## src/rtl/aes_ctrl_pkg.sv

```systemverilog
// Shared types and constants for the iterative AES-128 round controller.
// The key-schedule round constant steps by xtime (multiply by x in GF(2^8)).
package aes_ctrl_pkg;

   typedef enum logic [1:0] {
      IDLE  = 2'd0,
      LOAD  = 2'd1,
      ROUND = 2'd2,
      DONE  = 2'd3
   } state_t;

   localparam int         NUM_ROUNDS_DEF = 10;
   localparam logic [7:0] RCON_INIT      = 8'h01;
   localparam logic [7:0] AES_XTIME_POLY = 8'h1b;

   function automatic logic [7:0] xtime(input logic [7:0] b);
      return {b[6:0], 1'b0} ^ (b[7] ? AES_XTIME_POLY : 8'h00);
   endfunction

endpackage

```

## src/rtl/aes_rcon_gen.sv

```systemverilog
// Round-constant register for the AES key schedule: reloads 8'h01 on block
// load and advances by xtime after each non-final round.
module aes_rcon_gen
   import aes_ctrl_pkg::*;
(
   input  logic       clk,
   input  logic       rst,
   input  logic       i_init,
   input  logic       i_advance,
   output logic [7:0] o_rcon
);

   logic [7:0] r_rcon;

   // Init wins over advance so a fresh block always starts from round 1.
   always_ff @(posedge clk or posedge rst) begin
      if (rst) begin
         r_rcon <= RCON_INIT;
      end else if (i_init) begin
         r_rcon <= RCON_INIT;
      end else if (i_advance) begin
         r_rcon <= xtime(r_rcon);
      end
   end

   assign o_rcon = r_rcon;

endmodule

```

## src/rtl/aes_round_ctrl.sv

```systemverilog
// Sequencer for the one-round-per-clock AES-128 datapath: accepts a block,
// pulses the load, steps round_idx/rcon, then holds the result until taken.
module aes_round_ctrl
   import aes_ctrl_pkg::*;
#(
   parameter int NUM_ROUNDS = NUM_ROUNDS_DEF,
   parameter int ROUND_W    = 4
)
(
   input  logic               clk,
   input  logic               rst,
   input  logic               in_valid,
   output logic               in_ready,
   output logic               load_en,
   output logic               round_en,
   output logic [ROUND_W-1:0] round_idx,
   output logic               final_round,
   output logic [7:0]         rcon,
   output logic               busy,
   output logic               out_valid,
   input  logic               out_ready,
   output state_t             dbg_state
);

   localparam logic [ROUND_W-1:0] LAST_IDX = ROUND_W'(NUM_ROUNDS);

   state_t             r_state;
   logic [ROUND_W-1:0] r_round_idx;
   logic               r_load_en;
   logic               r_round_en;
   logic               r_final_round;
   logic               r_busy;
   logic               r_out_valid;

   state_t             w_state_nxt;
   logic [ROUND_W-1:0] w_round_idx_nxt;
   logic               w_hs;
   logic               w_rcon_init;
   logic               w_rcon_adv;

   // Handshakes: a transfer happens on a rising clk edge where valid & ready
   // are both high. in_ready never depends on in_valid; out_valid, once high,
   // stays high with stable datapath contents until out_ready is seen.
   assign in_ready = (r_state == IDLE) || ((r_state == DONE) && out_ready);
   assign w_hs     = in_valid && in_ready;

   always_comb begin
      w_state_nxt     = r_state;
      w_round_idx_nxt = r_round_idx;
      w_rcon_init     = 1'b0;
      w_rcon_adv      = 1'b0;
      case (r_state)
         IDLE: begin
            if (w_hs) begin
               w_state_nxt     = LOAD;
               w_round_idx_nxt = '0;
            end
         end
         LOAD: begin
            w_state_nxt     = ROUND;
            w_round_idx_nxt = ROUND_W'(1);
            w_rcon_init     = 1'b1;
         end
         ROUND: begin
            if (r_round_idx == LAST_IDX) begin
               w_state_nxt = DONE;
            end else begin
               w_round_idx_nxt = r_round_idx + ROUND_W'(1);
               w_rcon_adv      = 1'b1;
            end
         end
         DONE: begin
            // Consumer taking the result while a new request waits goes
            // straight to LOAD, so back-to-back blocks see no idle bubble.
            if (out_ready) begin
               if (in_valid) begin
                  w_state_nxt     = LOAD;
                  w_round_idx_nxt = '0;
               end else begin
                  w_state_nxt = IDLE;
               end
            end
         end
         default: begin
            w_state_nxt = IDLE;
         end
      endcase
   end

   // Outputs are decoded from the next state so they register alongside it.
   always_ff @(posedge clk or posedge rst) begin
      if (rst) begin
         r_state       <= IDLE;
         r_round_idx   <= '0;
         r_load_en     <= 1'b0;
         r_round_en    <= 1'b0;
         r_final_round <= 1'b0;
         r_busy        <= 1'b0;
         r_out_valid   <= 1'b0;
      end else begin
         r_state       <= w_state_nxt;
         r_round_idx   <= w_round_idx_nxt;
         r_load_en     <= (w_state_nxt == LOAD);
         r_round_en    <= (w_state_nxt == ROUND);
         r_final_round <= (w_state_nxt == ROUND) && (w_round_idx_nxt == LAST_IDX);
         r_busy        <= (w_state_nxt == LOAD) || (w_state_nxt == ROUND);
         r_out_valid   <= (w_state_nxt == DONE);
      end
   end

   aes_rcon_gen u_rcon_gen (
      .clk       (clk),
      .rst       (rst),
      .i_init    (w_rcon_init),
      .i_advance (w_rcon_adv),
      .o_rcon    (rcon)
   );

   assign load_en     = r_load_en;
   assign round_en    = r_round_en;
   assign round_idx   = r_round_idx;
   assign final_round = r_final_round;
   assign busy        = r_busy;
   assign out_valid   = r_out_valid;
   assign dbg_state   = r_state;

endmodule

```

## config.mk

```make
export PLATFORM = sky130hd
export DESIGN_NAME = aes_round_ctrl
export DESIGN_NICKNAME = d
export VERILOG_FILES = /design/src/rtl/aes_ctrl_pkg.sv /design/src/rtl/aes_rcon_gen.sv /design/src/rtl/aes_round_ctrl.sv
export SDC_FILE = /design/constraint.sdc
export NUM_CORES = 1
export LEC_CHECK = 0
export CAP_MARGIN = 5
export CORE_AREA = 2 2 50 52
export DETAILED_ROUTE_END_ITERATION = 10
export DIE_AREA = 0 0 52 54
export GPL_TIMING_DRIVEN = 0
export HOLD_SLACK_MARGIN = 0.05
export PLACE_DENSITY_LB_ADDON = 0.3
export SYNTH_ARGS = -nofsm -noshare
export SYNTH_HDL_FRONTEND = slang
export SYNTH_SLANG_ARGS = --single-unit
```

## constraint.sdc

```tcl
create_clock -name clk -period 2.36 [get_ports clk]
set_input_delay 0.236 -clock clk [delete_from_list [all_inputs] [get_ports clk]]
set_output_delay 0.236 -clock clk [all_outputs]
set_load 0.05 [all_outputs]
```

==> out/results.ini <==
[worst_setup_path]
r2r_start = round_idx[0]
startpoint_type = flop
crit_path_start = round_idx[0]
required_ns = 2.54
crit_path_end_kind = flop
crit_chain = inv_1, ha_1, nand3b_1, a21oi_2, a31o_2, o21ai_0, ha_1, o21ai_0, nor4b_2
cp.arrival_ns = 2.37
crit_path_top_delay_cell = dfrtp_1
crit_fanout = 9
path_class = flop to flop
max_stage_delay_ns = 0.47

[clock_tree]
cts_buffers = 3
cts_tree = yes
hold_buffers = 0
clock_latency_ns = 0.29
clockBufferDepth = 2
htree_levels = 1
clk_pin_slew_ns = 0.10
clockRootBuffer = clkbuf_4
cts.sinks = 19

[timing]
worstMarginPinSlew_ns = 0.7110
rsz0062_at_grt = no
fmax_mhz = 455.7
finalClockSkew_ns = 0.002030
timing.hold.ws_ns = 0.3449
tns_ns = 0
hold_viol_final = 0
layout_setup_ws_ns = 0.1654
min_period_ns = 2.195
relSlewSlack_pct = 52.55
fin_crit_sh_pct = 92.99
setup_viol = 0
drv_slew = 0

[finish]
drive_gt1_share_pct = 8.065
n_fill_cell = 207
antennaDiodeCount = 0
multi_input_area_um2 = 461.7
final_nets = 134
area_growth_pct = 29.62
seq_area_um2 = 476.7
final_area_um2 = 1281

[synthesis]
synth_top_family_by_area = compound AO/OA/AOI/OAI gates
syn_avg_cell_area_um2 = 10.19
synth_top_area_share_pct = 45.57
yosysSeqAreaShare_pct = 48.23
syn_inst = 97
synth_compound_area_share_pct = 21.14
yosysMostFrequentCell = dfrtp_1
yosysTopAreaCell = dfrtp_1
synth_enable_flop_cells = 0
yosys.area_share.xor_xnor_pct = 3.544
synth_mux_area_share_pct = 0
syn_nets = 106
synth_ff_type = dfrtp_1
ys_top_cells_by_area = dfrtp_1 46%, ha_1 6.3%, a22o_1 6.2%, o21ai_0 5.6%, nand2_1 4.2%
async_flop_share_pct = 100.0
synth_simple_gate_area_share_pct = 15.70
synthAdderAreaFrac_pct = 6.329
syn_area_um2 = 988.4
ys_warn_count = 0
synth_cell_type_count = 31
synthTopCellsByCount = 18 x dfrtp_1, 11 x nand2_1, 11 x o21ai_0
synth-seq-cells = 19

[placed_design]
port-buffer-count = 23
dpl_cell_area_um2 = 1256
dp_slack_ns = 0.1851
gp_congestion = 0.8148
hpwl_um = 1426

[drt]
viasPerCell = 5.247
drt_pass1_iterations = 4
drt_iter0_markers = 6
detail_route.wl_per_cell_um = 12.59
drt_wl_total_um = 1939
vias = 808
drcViolationCount = 0
drt.antenna.violating_nets = 0

[global_routing]
grt_pass1_wl_um = 3125
grt_max_degree = 20
grt_overflow = 0
antenna_found_initial = 0
grt_pass1_vias = 748
grt_use_total_pct = 15.14

[die]
fp.coreArea_um2 = 2320
fp-row-count = 18
ios = 24
start_util_pct = 42.61
dieWidth_um = 52
die_h_um = 54
die-area_um2 = 2808

[min_path]
hp-class = input pin to async pin

[status]
outcome = complete, no violations

[flow_run]
maxCapViolations = 0

final timing paths:
path / endpoint / slack, ns / cells past startpoint
min reg2reg: u_rcon_gen.o_rcon[1] / 0.55 / 1
min in group clk: u_rcon_gen.o_rcon[1] / 0.55 / 1
max: final_round / 0.17 / 9
min: u_rcon_gen.o_rcon[5] / 0.34 / 2
max reg2reg: final_round / 0.17 / 9
max in group asynchronous: final_round / 1.57 / 2
repair_timing:
action                     4_1_cts  5_1_grt
setup buffers                    0        0
setup endpoints to repair        1        0
resized for setup                1        0
layout by cell type, fill, tap and decap left out, drive strengths merged:
master and n:
or4b 1, nor2b 1, ha 5, a2111oi 1, a21o 1, a22o 7, buf 2, clkbuf 7
dlygate4sd2 1, xnor2 4, nor3 2, a21oi 2, dfrtp 18, nand3b 1, and4 2, inv 7
or2 1, nor3b 1, nand2b 3, nand3 3, a211o 2, o211ai 1, dfstp 1, clkdlybuf4s50 22
o21a 1, o21ai 11, o22ai 2, nor4b 1, a31o 2, nand2 11
registers in the layout, indices dropped and copies added (netlist names):
name	flops
u_rcon_gen.o_rcon	8
round_en	1
load_en	1
out_valid	1
busy	1
final_round	1
round_idx	4
dbg_state	2
logic make-up (layout without fill, tap and decap cells):
kind of cell               Yosys count  count (layout)
buffers and inverters               12              39
xor gates and xnor gates             4               4
AOI/OAI and AO/OA                   30              30
and+or+nand+nor                     27              27
DFF                                 19              19
adders and majority gates            5               5
area by class of cell:
cell class,instances,area share [%]
Inverter,7,2.051
Timing Repair Buffer,23,17.87
Clock buffer,4,2.051
Buffer,5,1.855
Multi-Input combinational cell,66,36.04
Tap cell,30,2.930
Sequential cell,19,37.21
per-stage QoR:
step | instances | utilization [%]
2_1_floorplan | 97 | -
3_3_place_gp | 150 | 54.15
3_5_place_dp | 150 | 54.15
4_1_cts | 154 | 55.23
5_1_grt | 154 | 55.23
6_report | 154 | 55.23
worst max-delay path, delay by kind of cell (launching register included):
kind | cells | cell delay, ns
compound gates | 4 | 0.81
flops | 1 | 0.47
fa+ha+maj | 2 | 0.39
simple gates | 2 | 0.32
buf+inv | 1 | 0.09
layer usage:
layer  wire (um)  GRT usage, %  vias to the layer above
met5           0             0                        -
met4          31         7.018                        0
met3         108         3.889                        7
met2         908         24.68                       22
met1         890         18.82                      372
li1            -             -                      407
Power is left out: the tool's default activity adds up to more than one toggle a clock period on the data nets, which glitch-free logic cannot reach.
